===== config.mk =====
export PLATFORM = sky130hd
export DESIGN_NAME = n1_dsp_iter
export DESIGN_NICKNAME = d
export VERILOG_FILES = /design/src/rtl/n1_dsp_iter.sv
export SDC_FILE = /design/constraint.sdc
export NUM_CORES = 1
export LEC_CHECK = 0
export ABC_AREA = 0
export ABC_CLOCK_PERIOD_IN_PS = 5200
export CORE_MARGIN = 5
export CORE_UTILIZATION = 45
export DETAILED_ROUTE_END_ITERATION = 8
export PLACE_DENSITY = 0.72
export SETUP_SLACK_MARGIN = 0.3
export SYNTH_ARGS = -nofsm -noshare
export SYNTH_HDL_FRONTEND = slang
export SYNTH_SLANG_ARGS = --single-unit

===== constraint.sdc =====
create_clock -name clk_i -period 5.2 [get_ports clk_i]
set_input_delay 1.04 -clock clk_i [delete_from_list [all_inputs] [get_ports clk_i]]
set_output_delay 1.04 -clock clk_i [all_outputs]
set_load 0.005 [all_outputs]

===== src/rtl/n1_dsp_iter.sv =====
// rtl/n1_dsp_iter.sv - iterative shift-add DSP responder for the ALU alu2dsp/dsp2alu interface
// Registers the add/sub result at capture and computes a 16x16 signed/unsigned product over N=16/STEPS cycles.
module n1_dsp_iter #(
  parameter int STEPS = 1
) (
  input  logic        clk_i,
  input  logic        sync_rst_i,
  input  logic        alu2dsp_req_i,
  input  logic        alu2dsp_add_sel_i,
  input  logic        alu2dsp_mul_sel_i,
  input  logic [15:0] alu2dsp_add_opd0_i,
  input  logic [15:0] alu2dsp_add_opd1_i,
  input  logic [15:0] alu2dsp_mul_opd0_i,
  input  logic [15:0] alu2dsp_mul_opd1_i,
  output logic        dsp2alu_busy_o,
  output logic        dsp2alu_ack_o,
  output logic [31:0] dsp2alu_add_res_o,
  output logic [31:0] dsp2alu_mul_res_o
);

  localparam int         N    = 16 / STEPS;
  localparam logic [3:0] LAST = 4'(N - 1);

  localparam logic [1:0] S_IDLE = 2'd0;
  localparam logic [1:0] S_MUL  = 2'd1;
  localparam logic [1:0] S_FIX  = 2'd2;
  localparam logic [1:0] S_DONE = 2'd3;

  logic [1:0]  state_q, state_d;
  logic [3:0]  cnt_q, cnt_d;
  logic        neg_q, neg_d;
  logic [31:0] mcand_q, mcand_d;
  logic [15:0] mplier_q, mplier_d;
  logic [31:0] acc_q, acc_d;
  logic [31:0] add_res_q, add_res_d;
  logic [31:0] mul_res_q, mul_res_d;

  logic [31:0] partial;
  logic [15:0] mag0, mag1;

  // Operand magnitudes; |-32768| fits as 16'h8000 unsigned.
  always_comb begin
    mag0 = alu2dsp_mul_opd0_i;
    mag1 = alu2dsp_mul_opd1_i;
    if (alu2dsp_mul_sel_i && alu2dsp_mul_opd0_i[15]) mag0 = 16'd0 - alu2dsp_mul_opd0_i;
    if (alu2dsp_mul_sel_i && alu2dsp_mul_opd1_i[15]) mag1 = 16'd0 - alu2dsp_mul_opd1_i;
  end

  always_comb begin
    partial = 32'd0;
    for (int j = 0; j < STEPS; j++) begin
      if (mplier_q[j]) partial = partial + (mcand_q << j);
    end
  end

  always_comb begin
    state_d   = state_q;
    cnt_d     = cnt_q;
    neg_d     = neg_q;
    mcand_d   = mcand_q;
    mplier_d  = mplier_q;
    acc_d     = acc_q;
    add_res_d = add_res_q;
    mul_res_d = mul_res_q;
    case (state_q)
      S_IDLE, S_DONE: begin
        state_d = S_IDLE;
        if (alu2dsp_req_i) begin
          add_res_d = alu2dsp_add_sel_i
                    ? ({16'd0, alu2dsp_add_opd0_i} - {16'd0, alu2dsp_add_opd1_i})
                    : ({16'd0, alu2dsp_add_opd0_i} + {16'd0, alu2dsp_add_opd1_i});
          neg_d    = alu2dsp_mul_sel_i & (alu2dsp_mul_opd0_i[15] ^ alu2dsp_mul_opd1_i[15]);
          mcand_d  = {16'd0, mag0};
          mplier_d = mag1;
          acc_d    = 32'd0;
          cnt_d    = 4'd0;
          state_d  = S_MUL;
        end
      end
      S_MUL: begin
        acc_d    = acc_q + partial;
        mcand_d  = mcand_q << STEPS;
        mplier_d = mplier_q >> STEPS;
        if (cnt_q == LAST) begin
          cnt_d   = 4'd0;
          state_d = S_FIX;
        end else begin
          cnt_d = cnt_q + 4'd1;
        end
      end
      default: begin
        mul_res_d = neg_q ? (32'd0 - acc_q) : acc_q;
        state_d   = S_DONE;
      end
    endcase
  end

  always_ff @(posedge clk_i) begin
    if (sync_rst_i) begin
      state_q   <= S_IDLE;
      cnt_q     <= 4'd0;
      neg_q     <= 1'b0;
      mcand_q   <= 32'd0;
      mplier_q  <= 16'd0;
      acc_q     <= 32'd0;
      add_res_q <= 32'd0;
      mul_res_q <= 32'd0;
    end else begin
      state_q   <= state_d;
      cnt_q     <= cnt_d;
      neg_q     <= neg_d;
      mcand_q   <= mcand_d;
      mplier_q  <= mplier_d;
      acc_q     <= acc_d;
      add_res_q <= add_res_d;
      mul_res_q <= mul_res_d;
    end
  end

  assign dsp2alu_busy_o    = (state_q == S_MUL) || (state_q == S_FIX);
  assign dsp2alu_ack_o     = (state_q == S_DONE);
  assign dsp2alu_add_res_o = add_res_q;
  assign dsp2alu_mul_res_o = mul_res_q;

endmodule


==> results of run 1 <==
## Yosys cell counts, drive strengths merged (4+ instances only)
library cell,instances,area share (%)
buf,20,1.5
o21ai,81,4.2
o211ai,24,1.9
and3,8,0.52
a22oi,36,2.8
o21a,4,0.31
mux2i,10,1.0
a21o,13,1.0
nand3,31,1.6
a2111oi,5,0.45
clkbuf,64,2.7
xnor2,39,3.5
nand2b,7,0.45
xor2,51,4.6
ha,70,9.0
nand3b,4,0.31
nand2,149,5.8
nor4,9,0.89
o31ai,23,2.0
dfxtp,137,28
a21oi,99,5.1
a31oi,11,0.71
o41ai,7,0.63
or3,10,0.86
and2,38,2.5
or4,11,0.93
nor3,19,0.98
nor2,124,4.8
o21bai,4,0.31
a211oi,40,3.1
nor2b,10,0.65
inv,49,1.9
nand4,10,0.71
## kinds of logic after synthesis
logic type | after synthesis | share of synthesized area [%]
simple gates | 435 | 21.3
compound gates | 377 | 25.2
flops | 137 | 28.3
buf+inv | 134 | 6.18
xor+xnor | 90 | 8.13
fa+ha+maj | 73 | 9.65
mux | 12 | 1.26
## power breakdown
part,switching [mW],total (mW),leakage (nW),internal (mW)
Combinational,0.884,1.56,3.18,0.671
Sequential,0.135,1.40,1.12,1.27
Clock,0.502,1.13,0.262,0.632
## worst max-delay path by stage
stage	endpoint	start	slack [ns]
after detailed placement	dsp2alu_add_res_o[15]	alu2dsp_add_opd1_i[4]	1.16
after global placement	dsp2alu_add_res_o[15]	alu2dsp_add_opd1_i[4]	1.21
final	dsp2alu_add_res_o[12]	alu2dsp_add_opd0_i[0]	1.54
after global routing	dsp2alu_add_res_o[14]	alu2dsp_add_opd0_i[0]	1.31
after floorplan	dsp2alu_add_res_o[15]	alu2dsp_add_opd1_i[4]	1.75
after CTS	dsp2alu_add_res_o[15]	alu2dsp_add_opd1_i[4]	1.61
## worst max-delay path, delay by kind of cell
| kind | cells | cell delay [ns] |
|---|---|---|
| AOI/OAI and AO/OA | 7 | 1.79 |
| adders and majority gates | 2 | 0.64 |
| buffers and inverters | 1 | 0.43 |
| and+or+nand+nor | 1 | 0.10 |
## layer usage
metal  up-vias  routed length (um)  GRT usage, %  part of all wire (%)
li1       4634                   -             -                     -
met1      4042               11400          27.2                    48
met2       300               10500          30.2                    44
met3        50                1500          3.65                   6.3
met4         0                 529          6.36                   2.2
met5         -                   0             0                     0
## sequential cells by signal (all words and copies together), names as in the netlist
register           flops
neg_q                  1
state_q                2
cnt_q                  4
dsp2alu_add_res_o     18
mplier_q              16
dsp2alu_mul_res_o     32
acc_q                 32
mcand_q               32
## cells in the final DEF (no fill, tap or decap), types with 38 or more instances in the layout
| cell type | instances |
|---|---|
| a211oi_1 | 40 |
| a21oi_1 | 98 |
| and2_1 | 38 |
| clkdlybuf4s50_1 | 133 |
| dfxtp_1 | 137 |
| ha_1 | 69 |
| inv_1 | 49 |
| nand2_1 | 149 |
| nor2_1 | 124 |
| o21ai_0 | 80 |
| xnor2_1 | 39 |
| xor2_1 | 51 |
## layout make-up
type	instances	area share, %
clock buffers	18	3.79
clock inverters	14	0.971
inverters	49	1.59
multi-input cells	987	55.0
flip-flops and latches	137	23.7
well taps	275	2.97
repair buffers	142	12.1
## stage by stage
stage	area [um^2]	hold WS (ns)	util [%]
5_1_grt	11600	0.466	54.8
3_5_place_dp	11000	0.443	52.2
3_3_place_gp	11000	0.439	52.2
2_1_floorplan	9700	0.432	-
6_report	11600	0.450	54.8
4_1_cts	11600	0.452	54.8
==> flow_metrics.py, run 1 <==
metrics = {
    "worst_hold_path": {
        "hp-class": "register to register",
        "hold_end": "mplier_q[2]",
        "hold_path_startpoint": "mplier_q[2]",
        "holdPathStages": 2,
    },
    "yosys": {
        "syn_nets": 1400,
        "ys_seq_area_share_pct": 28.3,
        "synthCells": 1258,
        "synth-async-reset-ratio_pct": 0,
        "synth_area_per_cell_um2": 7.71,
        "netlist_area_mm2": 0.00970,
        "ys.flop_type": "dfxtp_1",
        "synth_edf_count": 0,
        "synth-seq-cells": 137,
        "ys_types": 68,
        "yosysWarningCount": 0,
    },
    "cts": {
        "cts_setup_buffers": 0,
        "cts_tree": "done",
        "clock-sinks": 137,
        "cts_root_buffer": "clkbuf_16",
        "hold_buffers": 0,
        "cts_buffers": 17,
        "post_cts_resized": 0,
        "cts_max_level": 4,
        "clk_pin_slew_worst_paths_ns": 0.06,
        "worst_skew_pair.late_latency_ns": 0.42,
        "clockBufferDepth": 2,
    },
    "layout": {
        "final_cells": 1622,
        "multi_input_area_mm2": 0.00637,
        "syn2layout_area_growth_pct": 19.6,
        "fill_cells": 2020,
        "diodes": 0,
        "nets": 1476,
        "seq_area_mm2": 0.00274,
        "drive_gt1_share_pct": 4.68,
    },
    "worst_setup_path": {
        "end_kind": "register",
        "startpoint_type": "input pin",
        "worstPathCellList": "clkdlybuf4s50_1 -> ha_1 -> fa_1 -> nand2b_1 -> a21oi_1 -> o21bai_1 -> a21boi_0 -> a211oi_1 -> o211ai_1 -> a2111oi_0 -> a311o_1",
        "worstReg2RegStart": "mplier_q[0]",
        "crit_path_max_fanout": 3,
        "cpPeakStageDelay_ns": 0.50,
        "cp.arrival_ns": 4.02,
        "critPathKind": "input pin to register",
        "r2r-end": "acc_q[26]",
        "crit_required_ns": 5.56,
        "ff2ff_path_depth": 13,
        "worst_path_max_delay_cell": "a211oi_1",
        "r2r_slack_ns": 1.85,
    },
    "drt": {
        "drtIter0Drc": 636,
        "via_per_inst": 5.56,
        "drtAntennaViolNets": 0,
        "drtPass1Iterations": 5,
        "avgRoutedWirePerCell_um": 14.7,
        "drc": 0,
        "vias": 9026,
        "wl_um": 23900,
    },
    "sta": {
        "fin_setup_tns_ns": 0,
        "relSlewSlack_pct": 23.5,
        "max_freq_ghz": 0.273,
        "min_period_over_period_pct": 70.3,
        "final-max-slew-violation-count": 0,
        "hold_viol": 0,
        "skew_ns": 0.0132,
        "setup_violations": 0,
        "min_period_ns": 3.66,
        "setup_slack_ns": 1.54,
        "worst-slew-pin-transition_ns": 1.15,
        "rsz0062_at_grt": "no",
    },
    "placement": {
        "dp_slack_ns": 1.16,
        "place_congestion": 0.925,
        "dpl.cell_count": 1590,
        "dpl.hpwl_um": 17700,
        "io_buffers": 134,
    },
    "grt": {
        "overflow": 0,
        "antenna_found_initial": 0,
        "grt_use_total_pct": 19.4,
        "grt_pass1_wl_um": 40300,
        "grt_max_degree": 77,
        "grt_pass1_vias": 8321,
    },
    "power": {
        "p_leak_nw": 4.56,
        "power.density_mw_per_mm2": 353,
        "total_power_mw": 4.09,
        "peakVddDrop_uv": 193,
    },
    "floorplanning": {
        "ios": 135,
        "rows": 53,
        "dieArea_mm2": 0.0246,
        "die_width_um": 157,
        "die_y_um": 157,
        "start_util_pct": 45.8,
        "core-area_mm2": 0.0212,
    },
    "status": {
        "status": "finished, final reports clean",
    },
    "job": {
        "drv_cap": 0,
    },
}
No activity file was read; power rests on OpenSTA's default activity.
==> inputs of run 2 (changes only) <==
- ABC_CLOCK_PERIOD_IN_PS: 5200 -> 3550
- clock period: 5.2 -> 3.55 ns (I/O delays scaled with it)
==> run 2 against run 1 <==
  * Global-route usage decreased by 0.12 points
  * Register-to-register slack got worse by 1.3 ns
  * First-iteration DRC count rose by 10%
  * Die area did not move
  * Critical path depth up 1
  * Non-clock buffer count rose by 15
  * Clock skew down 0.0053 ns
  * Largest cell class unchanged
==> flow_metrics.py, run 2 (same netlist as run 1, synthesis figures left out) <==
metrics = {
    "status": {
        "status": "finished, final reports clean",
    },
    "worst_setup_path": {
        "ff2ff_path_depth": 11,
        "critPathKind": "input pin to register",
        "crit_required_ns": 3.91,
        "r2r-end": "acc_q[31]",
        "cpPeakStageDelay_ns": 0.46,
        "startpoint_type": "input pin",
        "crit_path_max_fanout": 3,
        "worstReg2RegStart": "mplier_q[0]",
        "path_depth": 12,
        "worstPathCellList": "clkdlybuf4s50_1 -> ha_1 -> fa_1 -> nand2b_1 -> a21oi_1 -> o21bai_1 -> a21boi_0 -> a211oi_1 -> buf_4 -> o211ai_1 -> a2111oi_0 -> a311o_1",
        "worst_path_max_delay_cell": "a2111oi_0",
        "end_kind": "register",
        "cp.arrival_ns": 3.50,
        "r2r_slack_ns": 0.60,
        "setup.worst_path.start": "alu2dsp_add_opd0_i[0]",
        "cp_top_family": "compound AO/OA/AOI/OAI gates",
        "endpoint": "dsp2alu_add_res_o[12]",
        "path_buf_inv": 2,
    },
    "cts": {
        "cts_max_level": 4,
        "cts_root_buffer": "clkbuf_16",
        "clock-sinks": 137,
        "hold_buffers": 0,
        "clk_pin_slew_worst_paths_ns": 0.06,
        "clockBufferDepth": 2,
        "cts_buffers": 17,
        "cts_tree": "done",
        "worst_skew_pair.late_latency_ns": 0.42,
    },
    "layout": {
        "final_common_cell": "nand2_1",
        "layout_common_cells": "nand2_1 (149), dfxtp_1 (136), clkdlybuf4s50_1 (133)",
        "drive_gt1_share_pct": 5.87,
        "diodes": 0,
        "final_cells": 1637,
        "nets": 1491,
        "syn2layout_area_growth_pct": 22.0,
    },
    "sta": {
        "rsz0062_at_grt": "yes",
        "skew_ns": 0.00786,
        "max_freq_ghz": 0.319,
        "min_period_over_period_pct": 88.3,
        "setup_violations": 0,
        "fin_setup_tns_ns": 0,
        "relSlewSlack_pct": 23.1,
        "final-max-slew-violation-count": 0,
        "min_period_ns": 3.14,
        "worst-slew-pin-transition_ns": 1.15,
        "hold_ws_ns": 0.449,
        "hold_viol": 0,
    },
    "drt": {
        "vias": 9157,
        "via_per_inst": 5.59,
        "avgRoutedWirePerCell_um": 14.7,
        "drc": 0,
        "drtAntennaViolNets": 0,
        "drtIter0Drc": 701,
        "drtPass1Iterations": 5,
        "wl_um": 24100,
    },
    "grt": {
        "grt_max_degree": 77,
        "overflow": 0,
        "grt_use_total_pct": 19.3,
        "antenna_found_initial": 0,
        "grt_pass1_wl_um": 40200,
        "grt_pass1_vias": 8512,
    },
    "floorplanning": {
        "ios": 135,
        "start_util_pct": 45.8,
        "core-area_mm2": 0.0212,
        "rows": 53,
        "die_y_um": 157,
        "die_width_um": 157,
        "dieArea_mm2": 0.0246,
    },
    "placement": {
        "io_buffers": 134,
        "place_congestion": 0.930,
        "dpl.cell_count": 1605,
        "dpl.hpwl_um": 17700,
    },
    "power": {
        "p_leak_nw": 4.69,
        "power.density_mw_per_mm2": 538,
        "total_power_mw": 6.36,
        "peakVddDrop_uv": 323,
    },
    "worst_hold_path": {
        "hp-class": "register to register",
    },
    "job": {
        "drv_cap": 0,
    },
}
## run 2: cell count changes in the layout (fill, tap and decap cells not counted), moves of 2 or more
cell       before  now
bufinv_16       0    5
a2111oi_1       0    2
a2111oi_0       5    3
inv_6           5    0
buf_4           9   23
## run 2: timing repair
| action | in CTS | in global routing |
|---|---|---|
| buffers inserted | 0 | 0 |
| endpoints found under the setup margin | 0 | 6 |
| resized for setup | 0 | 5 |
## run 2: power breakdown
part / total, mW / internal (mW) / leakage (nW) / switching, mW
Combinational: 2.34 / 1.03 / 3.26 / 1.31
Sequential: 2.07 / 1.86 / 1.12 / 0.210
Clock: 1.96 / 1.28 / 0.312 / 0.677
Total: 6.36 / 4.17 / 4.69 / 2.19
## run 2: per-layer routing
layer	track usage, %	wire length [um]	up-vias	share of wire, %
met4	4.55	339	0	1.4
met1	26.9	11400	4190	47
met5	0	0	-	0
met2	30.9	10800	280	45
met3	3.76	1500	26	6.2
li1	-	-	4661	-
## run 2: worst reg2reg max path: stages, from the launching register on
cell     delay (ns)
dfxtp_2        0.41
buf_4          0.24
and2_1         0.20
ha_1           0.33
a21oi_1        0.22
o21ai_0        0.14
a21oi_1        0.28
a21oi_1        0.11
o31ai_1        0.25
a21oi_1        0.15
or4_1          0.48
nand3_1        0.07
## run 2: worst min-delay path by stage
stage | startpoint | end | cells after the start
after floorplan | mplier_q[1] | mplier_q[1] | 2
after global placement | dsp2alu_add_res_o[4] | dsp2alu_add_res_o[4] | 2
after detailed placement | dsp2alu_add_res_o[7] | dsp2alu_add_res_o[7] | 2
after CTS | dsp2alu_add_res_o[7] | dsp2alu_add_res_o[7] | 2
after global routing | mplier_q[2] | mplier_q[2] | 2
final | dsp2alu_add_res_o[7] | dsp2alu_add_res_o[7] | 2
## run 2: cell type report
type	instances	area, um^2
multi-input combinational	987	6380
clock inverter	12	196
inverter	49	184
timing repair buffer	157	1520
fill	1993	9320
clock buffer	20	457
sequential	137	2740
tap	275	344
## run 2: through the flow
step / utilization [%] / setup slack [ns] / cell area [um^2]
6_report: 55.9 / 0.414 / 11800
5_1_grt: 55.9 / 0.265 / 11800
2_1_floorplan: - / 0.433 / 9700
3_5_place_dp: 52.8 / 0.00366 / 11200
3_3_place_gp: 52.8 / 0.0513 / 11200
4_1_cts: 55.9 / 0.437 / 11800
==> inputs of run 3 (changes only) <==
- ABC_AREA: 0 -> 1
- PLACE_DENSITY: 0.72 -> 0.7
==> run 3 against run 2 <==
  * Critical path depth is 8 lower
  * Critical path type is now register to output pin
  * Largest power group unchanged
  * Setup slack improved by 0.52 ns
  * First-iteration DRC count is 34% higher
  * Synthesized area up 18%
  * Total power grew 1.0%
  * Sequential share of layout area fell by 2.8 points
==> flow_metrics.py, run 3 <==
metrics = {
    "grt": {
        "grt_max_degree": 93,
        "grt_pass1_vias": 11354,
        "grt_use_total_pct": 23.1,
        "overflow": 0,
        "antenna_found_initial": 0,
        "grtUsageMet1_pct": 32.1,
        "met2_usage_pct": 37.5,
        "grt_pass1_wl_um": 55100,
        "grt_util_met3_pct": 3.28,
        "busiest_layer": "met2",
    },
    "yosys": {
        "yosys-top-cells-count": "nand2_1 (610), inv_1 (309), nor2_1 (208), a21oi_1 (161), dfxtp_1 (137)",
        "ys_types": 45,
        "synth_compound_area_share_pct": 15.2,
        "synth_top_cell_area_share_pct": 24.0,
        "syn_nets": 2105,
        "synthCells": 1963,
        "synth-async-reset-ratio_pct": 0,
        "synthAdderAreaFrac_pct": 8.18,
        "ys.flop_type": "dfxtp_1",
        "synth_area_per_cell_um2": 5.83,
        "yosysMostFrequentCell": "nand2_1",
        "synthTopCellsByArea": "dfxtp_1 (24%), nand2_1 (20%), inv_1 (10%)",
        "ys_seq_area_share_pct": 24.0,
        "synth_top_family_by_area": "simple AND/OR/NAND/NOR gates",
        "synth-simple-area-share_pct": 36.8,
        "yosysWarningCount": 0,
        "synth-seq-cells": 137,
        "synth_edf_count": 0,
        "synth.largest_area_cell": "dfxtp_1",
        "netlist_area_mm2": 0.0114,
        "synth_xor_area_share_pct": 1.76,
        "synthMuxAreaShare_pct": 0,
    },
    "worst_setup_path": {
        "cp.arrival_ns": 1.91,
        "critPathKind": "register to output pin",
        "crit_path_max_fanout": 4,
        "crit_required_ns": 2.84,
        "startpoint_type": "register",
        "end_kind": "output pin",
    },
    "power": {
        "power.density_mw_per_mm2": 478,
        "intPower_mw": 3.89,
        "p_leak_nw": 6.94,
        "p_clk_share_pct": 27.0,
        "pwr-share-seq_pct": 32.4,
        "total_power_mw": 6.42,
        "switching_share_pct": 39.5,
        "p_switching_mw": 2.53,
        "power_frac_comb_pct": 40.7,
        "peakVddDrop_uv": 489,
    },
    "cts": {
        "worst_skew_pair.late_latency_ns": 0.44,
        "cts_setup_buffers": 0,
        "clock-sinks": 137,
        "cts_root_buffer": "clkbuf_16",
        "hold_buffers": 0,
        "cts_tree": "done",
        "clockBufferDepth": 2,
        "cts_max_level": 4,
        "cts_buffers": 17,
        "clk_pin_slew_worst_paths_ns": 0.07,
        "post_cts_resized": 0,
    },
    "placement": {
        "place_congestion": 0.917,
        "dpl.cell_count": 2360,
        "io_buffers": 134,
        "dpl.hpwl_um": 25200,
    },
    "sta": {
        "min_period_over_period_pct": 73.8,
        "min_period_ns": 2.62,
        "relSlewSlack_pct": 51.8,
        "setup_violations": 0,
        "skew_ns": 0.0150,
        "final-max-slew-violation-count": 0,
        "rsz0062_at_grt": "no",
        "max_freq_ghz": 0.382,
        "fin_setup_tns_ns": 0,
        "hold_ws_ns": 0.468,
        "worst-slew-pin-transition_ns": 0.724,
        "hold_viol": 0,
    },
    "drt": {
        "vias": 12201,
        "drtAntennaViolNets": 0,
        "drtPass1Iterations": 6,
        "drc": 0,
        "avgRoutedWirePerCell_um": 13.9,
        "via_per_inst": 5.10,
        "drtIter0Drc": 940,
        "wl_um": 33200,
    },
    "layout": {
        "seq_area_mm2": 0.00274,
        "syn2layout_area_growth_pct": 17.6,
        "nets": 2191,
        "diodes": 0,
        "final_cells": 2392,
        "multi_input_area_mm2": 0.00709,
        "fill_cells": 2658,
        "layout_common_cells": "nand2_1 (610), inv_1 (309), nor2_1 (208)",
        "drive_gt1_share_pct": 4.17,
        "final_common_cell": "nand2_1",
    },
    "floorplanning": {
        "ios": 135,
        "die_width_um": 169,
        "start_util_pct": 45.5,
        "core-area_mm2": 0.0251,
        "rows": 58,
        "die_y_um": 169,
        "dieArea_mm2": 0.0287,
    },
    "job": {
        "drv_cap": 0,
    },
    "worst_hold_path": {
        "hp-class": "register to register",
    },
    "status": {
        "status": "finished, final reports clean",
    },
}
run 3: changes by cell type in the layout (fill, tap and decap cells not counted), sizes merged, moves of 36 or more:
cell	delta
inv	+271
a211oi	-36
nand2	+468
nor2	+92
a21oi	+63
nand3	+98
run 3: path summary, 6_finish.rpt:
kind / from / endpoint / slack, ns / cells after the start
worst max-delay path: state_q[0] / dsp2alu_busy_o / 0.93 / 4
worst min-delay path: mplier_q[6] / mplier_q[6] / 0.47 / 2
worst max register to register: mplier_q[0] / acc_q[28] / 0.97 / 12
worst min register to register: mplier_q[6] / mplier_q[6] / 0.47 / 2
run 3: critical path, stage by stage (launching register included):
cell	delay [ns]
dfxtp_1	0.36
inv_1	0.07
ha_2	0.32
inv_1	0.18
clkdlybuf4s50_1	0.54
run 3: power groups by stage:
stage	registers, mW	clock network (mW)	logic (mW)
floorplan	2.06	0	1.70
global placement	2.10	0	2.57
detailed placement	2.11	0	2.61
CTS	2.08	1.77	2.62
global route	2.12	1.84	2.94
finish	2.08	1.73	2.61
run 3: layout make-up:
| cell class | instances | share of cell area, % |
|---|---|---|
| flip-flops and latches | 137 | 20.4 |
| multi-input cells | 1428 | 52.7 |
| clock buffers | 20 | 3.32 |
| repair buffers | 147 | 10.8 |
| inverters | 318 | 8.88 |
| well taps | 330 | 3.07 |
| clock inverters | 12 | 0.865 |
run 3: stage by stage:
stage	area, um^2	util, %	setup slack (ns)
final	13400	53.6	0.931
after global routing	13400	53.6	0.723
after CTS	13400	53.6	0.920
after detailed placement	12900	51.3	0.714
after global placement	12900	51.3	0.762
after floorplan	11400	-	1.26
run 3: kinds of logic after synthesis:
logic type | after synthesis
compound gates | 309
xor+xnor | 23
fa+ha+maj | 73
buf+inv | 398
flops | 137
simple gates | 1023
run 3: metal layers:
| layer | vias up | routed length [um] |
|---|---|---|
| li1 | 6358 | - |
| met1 | 5529 | 16100 |
| met2 | 276 | 15000 |
| met3 | 38 | 1430 |
| met4 | 0 | 689 |
| met5 | - | 0 |
